===== config.mk =====
export PLATFORM = sky130hd
export DESIGN_NAME = washer_sequencer
export DESIGN_NICKNAME = d
export VERILOG_FILES = /design/src/rtl/washer_sequencer.sv
export SDC_FILE = /design/constraint.sdc
export NUM_CORES = 1
export LEC_CHECK = 0
export CAP_MARGIN = 15
export CORE_MARGIN = 5
export CORE_UTILIZATION = 42
export DETAILED_ROUTE_END_ITERATION = 10
export GPL_TIMING_DRIVEN = 0
export PLACE_DENSITY = 0.65
export SKIP_LAST_GASP = 1
export SYNTH_ARGS = -nofsm -noshare
export SYNTH_HDL_FRONTEND = slang
export SYNTH_SLANG_ARGS = --single-unit

===== constraint.sdc =====
create_clock -name clk -period 4.9 [get_ports clk]
set_clock_uncertainty 0.15 [all_clocks]
set_input_delay 1.225 -clock clk [delete_from_list [all_inputs] [get_ports clk]]
set_output_delay 1.225 -clock clk [all_outputs]
set_load 0.05 [all_outputs]

===== src/rtl/washer_sequencer.sv =====
// washer_sequencer: timed wash-cycle sequencer sitting between the front panel
// (start / cancel / mode / lid sensor) and the motor and valve drivers.
// Walks IDLE -> READY -> a mode-selected tail of SOAK/WASH/RINSE/SPIN, each
// phase timed in clock ticks, with a fill window at the start of every wet
// phase, lid-open pause, and cancel/abort handling.
//
// Optional feature macro: WASHER_LID_LOCK_EN
//   defined   -> adds output lid_lock (high in SPIN); lid_open ignored in SPIN
//   undefined -> no lid_lock port; lid_open pauses SPIN like any other phase
module washer_sequencer #(
  parameter int CNT_W      = 8,
  parameter int SOAK_T     = 20,
  parameter int WASH_T     = 40,
  parameter int RINSE_T    = 30,
  parameter int SPIN_T     = 25,
  parameter int FILL_T     = 10,
  parameter int RINSE_REPS = 2
) (
  input  logic       clk,
  input  logic       rst,
  input  logic       start,
  input  logic       cancel,
  input  logic       lid_open,
  input  logic [1:0] mode,
  output logic       idle_op,
  output logic       ready_op,
  output logic       soak_op,
  output logic       wash_op,
  output logic       rinse_op,
  output logic       spin_op,
  output logic       water_inlet,
  output logic       paused,
  output logic       coin_rtrn,
  output logic       done,
  output logic       aborted
`ifdef WASHER_LID_LOCK_EN
  ,
  output logic       lid_lock
`endif
);

  localparam int REP_W = (RINSE_REPS > 1) ? $clog2(RINSE_REPS) : 1;

  localparam logic [CNT_W-1:0] SOAK_LAST  = CNT_W'(SOAK_T - 1);
  localparam logic [CNT_W-1:0] WASH_LAST  = CNT_W'(WASH_T - 1);
  localparam logic [CNT_W-1:0] RINSE_LAST = CNT_W'(RINSE_T - 1);
  localparam logic [CNT_W-1:0] SPIN_LAST  = CNT_W'(SPIN_T - 1);
  localparam logic [CNT_W:0]   FILL_LIM   = (CNT_W + 1)'(FILL_T);
  localparam logic [REP_W-1:0] REP_LAST   = REP_W'(RINSE_REPS - 1);

  typedef enum logic [2:0] {
    S_IDLE  = 3'd0,
    S_READY = 3'd1,
    S_SOAK  = 3'd2,
    S_WASH  = 3'd3,
    S_RINSE = 3'd4,
    S_SPIN  = 3'd5
  } state_e;

  state_e           state;
  state_e           next_state;
  logic [CNT_W-1:0] timer;
  logic [REP_W-1:0] rinse_cnt;
  logic             running;
  logic             wet;
  logic             lid_ignored;
  logic             phase_last;
  logic             phase_end;
  logic             rep_end;
  logic             coin_q;
  logic             done_q;
  logic             aborted_q;

  // Phase qualifiers: is a timed phase active, is the lid honoured, has the
  // current phase (or rinse repetition) reached its final tick.
  always_comb begin
    // NOTE: every signal written here gets a default first, so no path
    // through the case leaves it unassigned and no latch is inferred.
    running     = 1'b0;
    wet         = 1'b0;
    phase_last  = 1'b0;
    lid_ignored = 1'b0;
    case (state)
      S_SOAK:  begin running = 1'b1; wet = 1'b1; phase_last = (timer == SOAK_LAST);  end
      S_WASH:  begin running = 1'b1; wet = 1'b1; phase_last = (timer == WASH_LAST);  end
      S_RINSE: begin running = 1'b1; wet = 1'b1; phase_last = (timer == RINSE_LAST); end
      S_SPIN:  begin
        running    = 1'b1;
        phase_last = (timer == SPIN_LAST);
`ifdef WASHER_LID_LOCK_EN
        lid_ignored = 1'b1;
`endif
      end
      default: ;
    endcase
    paused    = running && lid_open && !lid_ignored;
    phase_end = running && !paused && phase_last;
    rep_end   = (state == S_RINSE) && phase_end && (rinse_cnt != REP_LAST);
  end

  // State register; an async reset drops straight back to IDLE.
  always_ff @(posedge clk or posedge rst) begin
    // NOTE: sequential state uses non-blocking assignments so every register
    // samples the pre-edge values regardless of statement order.
    if (rst) state <= S_IDLE;
    else     state <= next_state;
  end

  // Next-state logic. The selected mode only picks the entry phase; after
  // that the order is fixed, so the state itself carries the latched mode.
  always_comb begin
    next_state = state;
    case (state)
      S_IDLE:  if (start) next_state = S_READY;
      S_READY: begin
        if (cancel) next_state = S_IDLE;
        else begin
          case (mode)
            2'd1:    next_state = S_SOAK;
            2'd2:    next_state = S_WASH;
            2'd3:    next_state = S_RINSE;
            default: next_state = S_READY;
          endcase
        end
      end
      S_SOAK:  if (cancel) next_state = S_IDLE; else if (phase_end) next_state = S_WASH;
      S_WASH:  if (cancel) next_state = S_IDLE; else if (phase_end) next_state = S_RINSE;
      S_RINSE: begin
        if (cancel) next_state = S_IDLE;
        else if (phase_end && rinse_cnt == REP_LAST) next_state = S_SPIN;
      end
      S_SPIN:  if (cancel || phase_end) next_state = S_IDLE;
      default: next_state = S_IDLE;
    endcase
  end

  // Phase timer, rinse repetition count and the one-cycle event pulses that
  // land in the first IDLE cycle after the transition that caused them.
  always_ff @(posedge clk or posedge rst) begin
    if (rst) begin
      timer     <= '0;
      rinse_cnt <= '0;
      coin_q    <= 1'b0;
      done_q    <= 1'b0;
      aborted_q <= 1'b0;
    end else begin
      if (next_state != state || rep_end) timer <= '0;
      else if (running && !paused)        timer <= timer + 1'b1;

      if (next_state != S_RINSE) rinse_cnt <= '0;
      else if (rep_end)          rinse_cnt <= rinse_cnt + 1'b1;

      coin_q    <= (state == S_READY) && cancel;
      aborted_q <= running && cancel;
      done_q    <= (state == S_SPIN) && phase_end && !cancel;
    end
  end

  // Output decode: one-hot phase flags from the state register, fill valve
  // gated by the fill window and the lid pause.
  always_comb begin
    idle_op     = (state == S_IDLE);
    ready_op    = (state == S_READY);
    soak_op     = (state == S_SOAK);
    wash_op     = (state == S_WASH);
    rinse_op    = (state == S_RINSE);
    spin_op     = (state == S_SPIN);
    water_inlet = wet && ({1'b0, timer} < FILL_LIM) && !paused;
    coin_rtrn   = coin_q;
    done        = done_q;
    aborted     = aborted_q;
`ifdef WASHER_LID_LOCK_EN
    lid_lock    = (state == S_SPIN);
`endif
  end

endmodule


* After elaboration in Yosys (flattened, before gate mapping)
Index checks and enable logic that the tools add are counted.
** Cells by class
- Equal/unequal tests :: 14
- Reduce and logical (&&, ||, !) cells :: 21
- Add/subtract/negate cells :: 2
- Bitwise logic cells :: 1
- $lt $le $gt $ge :: 1
- Multiplexer cells :: 18
** Operator list (count)
- two-way mux 3 bit :: 9
- == test 8 x 5 -> 1 bit (second input constant) :: 3
- one-hot mux 3 bit (6 select lines) :: 1
- two-way mux 8 bit :: 2
- logical AND 1 bit :: 12
- one-hot mux 3 bit (3 select lines) :: 1
- adder 8 x 1 -> 8 bit (second input constant) :: 1
- == test 8 x 6 -> 1 bit (second input constant) :: 1
- < comparator 8 x 4 -> 1 bit (second input constant) :: 1
- == test 3 x 2 -> 1 bit (second input constant) :: 2
- == test 3 bit (second input constant) :: 2
- == test 2 bit (second input constant) :: 2
- two-way mux 1 bit :: 4
- one-hot mux 1 bit (4 select lines) :: 1
- nonzero test 2 bit :: 2
- OR reduction 4 bit :: 1
- == test 3 x 1 -> 1 bit (second input constant) :: 1
- logical NOT 3 bit :: 1
- != test 3 bit :: 1
- != test 3 bit (second input constant) :: 1
- OR reduction 3 bit :: 1
- == test 2 x 1 -> 1 bit (second input constant) :: 1
- logical NOT 1 bit :: 2
- logical OR 1 bit :: 2
- other kinds (2) :: 2
** Word-level totals
- Logic and storage cells :: 63
- Input bits :: 7
- Register bits after elaboration :: 15

* Longest topological paths before layout
Gate-level depths: netlist of run 1.
- Depth in word-level cells :: 14
- Gate-level depth with buffers :: 8
- Mapped depth without buffers :: 8

* Worst setup path before layout of run 1
Ideal clock, no wire load.
- Path type :: input-to-output
- From :: input port lid_open
- To :: output port water_inlet
- Arrival time :: 2.986 ns
- Slack :: 0.539 ns
- Data required time :: 3.525 ns
- Buffers on the path :: 0
- Stages on the path :: 3
- Cells stage by stage :: nor3_1 > nand2_1 > nor4_1
** Between the ends
- Word-level cells in the longest chain between the ends :: 3
** Ends and longest elaborated chain
- start, declared :: line 23 : input logic lid_open,
- logical AND 1 bit :: line 96 : paused = running && lid_open && !lid_ignored;
- logical NOT 1 bit :: line 168 : water_inlet = wet && ({1'b0, timer} < FILL_LIM) && !paused;
- logical AND 1 bit :: line 168
- end, declared :: line 31 : output logic water_inlet,
Every way passes these cells.

* Worst setup path after layout of run 1
Same ends and word-level chain as after synthesis.

==> out/qor.yml, run 1 <==
outcome: "finished clean"
post_dp_cell_area_um2: 1380
chipWidth_um: 62.9
ys_seq_elements: 15
yosysTopAreaCell: "sky130_fd_sc_hd__dfrtp_1"
antenna_cells_inserted: 0
totalWireLength_um: 2650
cell_types_with_the_largest_area_share_after_synthesis: "sky130_fd_sc_hd__dfrtp_1 32%, sky130_fd_sc_hd__xor2_1 5.2%, sky130_fd_sc_hd__nor2_1 5.1%, sky130_fd_sc_hd__ha_1 4.3%, sky130_fd_sc_hd__buf_4 3.2%"
worst_case_clock_buffer_depth: 2
max_slew.worst_pin.slew_ns: 0.549
clkSlewWorstSetupHoldPaths_ns: 0.09
leakage_power_uw: 0.000612
cp_max_fo: 3
grt.total_usage_pct: 14.3
finalNetCount: 159
period_minus_slack_ns: 4.47
drcViolationCount: 0
synth.yosys.warnings: 0
hold_path_class: "flip-flop to flip-flop"
gr-total-overflow: 0
worst_setup_path_start_kind: "input pin"
rr_startpoint: "state[1]"
netlist-cell-type-count: 52
drtAntennaViolNets: 0
dr.pass1.iters: 4
postCtsSetupRepairBufs: 0
pins_over_their_slew_limit: 0
place.port_buffers: 16
floorplan.die_area_um2: 3960
yosys_most_used_dff: "sky130_fd_sc_hd__dfrtp_1"
relSlewSlack_pct: 63.3
routed_vias: 996
share_of_the_synthesized_area_in_the_top_cell_type_pct: 31.9
setup.worst_path.start: "lid_open"
final_critical_path_setup_slack_ns: 0.432
rsz_0062_raised_after_global_routing: "false"
critical_path.endpoint_type: "output port"
cts_resized: 0
cts.htree.levels: 1
clock_sink_count: 15
fp-row-count: 19
critPathCapture: "water_inlet"
final_setup_violations: 0
mappedNetlistNets: 138
final_replace_weighted_congestion: 0.845
ioPinCount: 18
floorplan.initialDensity_pct: 43.4
drt_first_iter_violations: 32
place_ws_ns: 0.394
cp.arrival_ns: 3.09
synth-edff-count: 0
synth.yosys.seq_area_share_pct: 31.9
data_required_critical_path_ns: 3.52
layout_worst_path_cycle_share_pct: 91.2
place.detailed.hpwl_um: 1980
synth_area_um2: 1180
max_cap_viol_count: 0
synth_cells: 127
first_global_vias: 1014
total_count_of_hold_check_failures_in_the_final_report: 0
grt_start_max_net_pins: 16
area.growth.synth_to_final_pct: 19.3
clock.fmax_mhz: 224
global_route_wire_length_before_repair_um: 4720
number_of_antenna_violations_at_the_first_check_in_global_routing: 0
asyncSetResetFlopFracSynth_pct: 100
powerDensity_nw_per_um2: 364
drt-wirelength-per-cell_um: 14.9
critical_path.reg2reg.endpoint: "rinse_cnt"
clk_root_buffer_cell: "sky130_fd_sc_hd__clkbuf_4"
die_height_um: 62.9
mostFrequentLayoutCells: "16 x sky130_fd_sc_hd__nor2_1, 16 x sky130_fd_sc_hd__clkdlybuf4s50_1, 15 x sky130_fd_sc_hd__dfrtp_1, 10 x sky130_fd_sc_hd__nand2_1, 7 x sky130_fd_sc_hd__xor2_1"
setup_tns_ns: 0
worst-r2r-cell-count: 7
worst-r2r-setup-slack_ns: 2.72
placeableCoreArea_um2: 2710
holdBufCountCts: 0
timing_worst_setup_path_type: "input pin to output port"
insertion_delay_ns: 0.29
avgViaCountPerCell: 5.60
stdcell_area_um2: 1400
cts_tree: "done"
numCtsBuffers: 3
layout.filler_cells: 272
vdd.ir_drop.worst_v: 0.000244
layout-drive-gt1-share_pct: 21.1
syn_avg_cell_area_um2: 9.26
## how the worst min path moves through the flow
stage	cells after the start	slack, ns	from	to
2_1_floorplan	2	0.36	timer[7]	timer[7]
3_5_place_dp	2	0.39	timer[7]	timer[7]
3_3_place_gp	2	0.39	timer[7]	timer[7]
4_1_cts	2	0.42	timer[7]	timer[7]
5_1_grt	2	0.46	timer[7]	timer[7]
6_report	2	0.42	timer[7]	timer[7]
## per-stage QoR
stage | total power [uW] | std cells | hold slack (ns) | utilization, %
6_report | 511 | 178 | 0.420 | 51.8
5_1_grt | 541 | 178 | 0.465 | 51.8
4_1_cts | 512 | 178 | 0.416 | 51.8
3_5_place_dp | 437 | 174 | 0.391 | 50.7
3_3_place_gp | 434 | 174 | 0.387 | 50.7
2_1_floorplan | 363 | 127 | 0.356 | -
## power by group
| part | total (uW) | switching [uW] | internal (uW) | leakage (uW) |
|---|---|---|---|---|
| Clock | 74.8 | 44.4 | 30.4 | 0.0000177 |
| Combinational | 289 | 184 | 105 | 0.000389 |
| Sequential | 146 | 11.3 | 135 | 0.000206 |
| Total | 511 | 240 | 271 | 0.000612 |
## flip-flops by register name, indices dropped and copies added (netlist names)
register	cells
done	1
timer	8
coin_rtrn	1
state	3
rinse_cnt	1
aborted	1
## area by class of cell
| cell class | count | area [um^2] | share of cell area (%) |
|---|---|---|---|
| Inverter | 7 | 26.3 | 1.87 |
| Timing Repair Buffer | 16 | 160 | 11.4 |
| Sequential cell | 15 | 375 | 26.8 |
| Tap cell | 31 | 38.8 | 2.77 |
| Clock buffer | 3 | 22.5 | 1.61 |
| Buffer | 9 | 66.3 | 4.73 |
| Clock inverter | 1 | 5.00 | 0.357 |
| Multi-Input combinational cell | 96 | 708 | 50.5 |
## logic make-up after synthesis
logic type | count (synthesis) | synth area share (%)
simple gates | 58 | 29.6
compound gates | 24 | 18.7
buf+inv | 16 | 7.87
flops | 15 | 31.9
xor+xnor | 8 | 5.96
fa+ha+maj | 4 | 4.26
mux | 2 | 1.70
## per-layer routing
layer / wire length (um) / part of all wire, % / global-route usage [%]
met3: 117 / 4.4 / 2.70
met1: 1320 / 50 / 20.8
met5: 0 / 0 / 0
met2: 1180 / 44 / 20.9
met4: 38 / 1.4 / 5.31
## cells in the mapped netlist, types with 2 or more instances
master and count:
sky130_fd_sc_hd__nand3_1 4, sky130_fd_sc_hd__nand2_1 10, sky130_fd_sc_hd__mux2i_1 2, sky130_fd_sc_hd__xor2_1 7, sky130_fd_sc_hd__ha_1 4, sky130_fd_sc_hd__o21ai_0 2, sky130_fd_sc_hd__and2_1 3, sky130_fd_sc_hd__buf_2 2
sky130_fd_sc_hd__inv_1 6, sky130_fd_sc_hd__a21oi_1 4, sky130_fd_sc_hd__nand4_1 3, sky130_fd_sc_hd__dfrtp_1 15, sky130_fd_sc_hd__nor2_1 16, sky130_fd_sc_hd__nor3_1 5, sky130_fd_sc_hd__and3_2 2, sky130_fd_sc_hd__nor2b_1 2
sky130_fd_sc_hd__buf_4 5
## worst max-delay path: stages
cell and delay, ns:
sky130_fd_sc_hd__clkdlybuf4s50_1 0.45, sky130_fd_sc_hd__nor3_1 0.24, sky130_fd_sc_hd__nand2_1 0.08, sky130_fd_sc_hd__nor4_1 0.25, sky130_fd_sc_hd__clkdlybuf4s50_1 0.86
Power figures use the tool's default switching activity.
==> run 2, diff against run 1 <==
Settings changed: CORE_UTILIZATION 42 to 32, CTS_BUF_LIST from default to sky130_fd_sc_hd__clkbuf_8, CTS_CLUSTER_DIAMETER from default to 30, PLACE_DENSITY 0.65 to 0.52.
==> out/qor.yml, run 2 (same netlist as run 1, synthesis figures left out) <==
outcome: "finished clean"
pins_over_their_slew_limit: 0  # unchanged
worst-r2r-cell-count: 7  # unchanged
gr-total-overflow: 0  # unchanged
rsz_0062_raised_after_global_routing: "false"
totalWireLength_um: 2700  # +1.6%
max_slew.worst_pin.slew_ns: 0.577  # +0.0279 ns
dr.pass1.iters: 4  # unchanged
first_global_vias: 927  # -8.6%
netSwitchingPower_uw: 237  # -1.2%
holdBufCountCts: 0  # unchanged
ioPinCount: 18  # unchanged
hold_path_class: "flip-flop to flip-flop"
area.growth.synth_to_final_pct: 22.6
timing_worst_setup_path_type: "input pin to output port"
drt_first_iter_violations: 42  # +31%
clock_sink_count: 15  # unchanged
cts_resized: 0  # unchanged
place.detailed.hpwl_um: 2090  # +5.5%
data_required_critical_path_ns: 3.52  # about the same
insertion_delay_ns: 0.24  # -0.05 ns
max_cap_viol_count: 0  # unchanged
hold_path_startpoint: "timer[7]"
register_area_um2: 375  # unchanged
worstHoldPathCells: 2  # unchanged
placedCellCount: 191  # +9.8%
internal-power_uw: 296  # +9.3%
hold-path-endpoint: "timer[7]"
final_std_cells_w_o_fill: 195  # +9.6%
final_replace_weighted_congestion: 0.847  # +0.26%
relSlewSlack_pct: 61.5  # -1.9 points
multi_input_area_um2: 708  # unchanged
postCtsSetupRepairBufs: 0  # unchanged
place_ws_ns: 0.382  # -0.0123 ns
antenna_cells_inserted: 0  # unchanged
worst_setup_path_start_kind: "input pin"
cts_tree: "done"
critical_path.endpoint_type: "output port"
cp_max_fo: 3  # unchanged
post_dp_cell_area_um2: 1400  # +1.5%
setup_tns_ns: 0  # unchanged
layout-drive-gt1-share_pct: 20.4  # -0.68 points
biggestRegsByFlops: "timer: 8 flops, state: 3 flops"
critical_path.reg2reg.endpoint: "timer[2]"
grt_start_max_net_pins: 16  # unchanged
worst-r2r-setup-slack_ns: 2.71  # about the same
layout_worst_path_cycle_share_pct: 91.4  # +0.21 points
stdcell_area_um2: 1440  # +2.8%
cts.htree.levels: 1  # unchanged
number_of_antenna_violations_at_the_first_check_in_global_routing: 0  # unchanged
floorplan.initialDensity_pct: 32.6  # -11 points
largest_register_ffs: 8  # unchanged
final_setup_violations: 0  # unchanged
crit_path_cell_trace: "clkdlybuf4s50_1, nor3_1, nand2_1, nor4_1, clkdlybuf4s50_1"
comb_power_share_pct: 54.7  # -2.0 points
drtAntennaViolNets: 0  # unchanged
final_core_utilization_pct: 40.0  # -12 points
layout.filler_cells: 372  # +37%
placeableCoreArea_um2: 3610  # +33%
drt-wirelength-per-cell_um: 13.8  # -7.2%
die_height_um: 70.6  # +12%
power.share.switching_pct: 44.5  # -2.5 points
clock.fmax_mhz: 223  # -0.23%
period_minus_slack_ns: 4.48  # +0.0103 ns
finalNetCount: 159  # unchanged
clkPwrFrac_pct: 17.7  # +3.1 points
grt.total_usage_pct: 11.4  # -3.0 points
fp-row-count: 22  # +3
global_route_wire_length_before_repair_um: 4570  # -3.2%
worst_case_clock_buffer_depth: 2  # unchanged
worst_path_largest_cell_delay_ns: 0.85  # about the same
cpMaxStageDelayCell: "sky130_fd_sc_hd__clkdlybuf4s50_1"
clkSlewWorstSetupHoldPaths_ns: 0.05  # -0.04 ns
final_critical_path_setup_slack_ns: 0.422  # -0.0103 ns
clk_root_buffer_cell: "sky130_fd_sc_hd__clkbuf_8"
floorplan.die_area_um2: 4990  # +26%
powerDensity_nw_per_um2: 370  # +1.6%
chipWidth_um: 70.6  # +12%
vdd.ir_drop.worst_v: 0.000143  # -41%
regMostFlops: "timer"
sequentialPowerShare_pct: 27.5  # -1.2 points
avgViaCountPerCell: 5.09  # -9.0%
worst_path_most_repeated_cell: "sky130_fd_sc_hd__clkdlybuf4s50_1"
numCtsBuffers: 3  # unchanged
routed_vias: 993  # -0.30%
cp_top_family: "buffers and inverters"
mostFrequentLayoutCells: "16 x sky130_fd_sc_hd__nor2_1, 16 x sky130_fd_sc_hd__clkdlybuf4s50_1, 15 x sky130_fd_sc_hd__dfrtp_1, 10 x sky130_fd_sc_hd__nand2_1"
place.port_buffers: 16  # unchanged
rr_startpoint: "state[1]"
total_count_of_hold_check_failures_in_the_final_report: 0  # unchanged
cp_num_buf_inv: 2  # unchanged
leakage_power_uw: 0.000622  # +1.5%
cp.arrival_ns: 3.10  # about the same
drcViolationCount: 0  # unchanged
-- run 2: cell types whose count changed in the layout (fill, tap and decap cells not counted), sizes merged --
cell,before,now
inv,7,8
clkinv,1,0
-- run 2: how the worst max path moves through the flow --
stage / from / end / slack, ns / depth (start not counted)
2_1_floorplan: lid_open / water_inlet / 0.54 / 3
3_3_place_gp: lid_open / water_inlet / 0.38 / 5
3_5_place_dp: lid_open / water_inlet / 0.38 / 5
4_1_cts: lid_open / water_inlet / 0.37 / 5
5_1_grt: lid_open / water_inlet / 0.24 / 5
6_report: lid_open / water_inlet / 0.42 / 5
-- run 2: power groups by stage --
stage	clock (uW)	combinational, uW	sequential (uW)
3_5_place_dp	0	292	149
6_report	94.5	292	147
5_1_grt	103	314	149
3_3_place_gp	0	289	149
2_1_floorplan	0	205	157
4_1_cts	99.1	293	147
-- run 2: through the flow --
stage / power, uW / hold slack, ns
final: 533 / 0.409
after global routing: 566 / 0.435
after CTS: 538 / 0.415
after global placement: 438 / 0.383
after detailed placement: 441 / 0.398
after floorplan: 363 / 0.356
-- run 2: routing by layer --
layer	wire (um)	global-route usage, %	up-vias	part of all wire [%]
li1	-	-	492	-
met2	1270	16.7	37	47
met4	67	5.01	0	2.5
met3	130	2.84	6	4.8
met5	0	0	-	0
met1	1230	15.7	458	46
-- run 2: area by class of cell --
cell class,instances,area share [%]
Tap cell,48,4.17
Timing Repair Buffer,16,11.1
Clock buffer,3,2.86
Sequential cell,15,26.0
Multi-Input combinational cell,96,49.1
Clock inverter,1,0.260
Buffer,9,4.60
Inverter,7,1.82
-- run 2: worst register-to-register path, delay by kind of cell, from the launching register on --
| family | cells | cell delay [ns] |
|---|---|---|
| buf+inv | 1 | 0.17 |
| simple gates | 2 | 0.30 |
| flops | 1 | 0.35 |
| compound gates | 4 | 1.10 |
==> run 3, diff against run 2 <==
Settings changed: CAP_MARGIN 15 to 20.
==> results of run 3 <==
Final layout, timing and power as in run 2 (identical DEF).
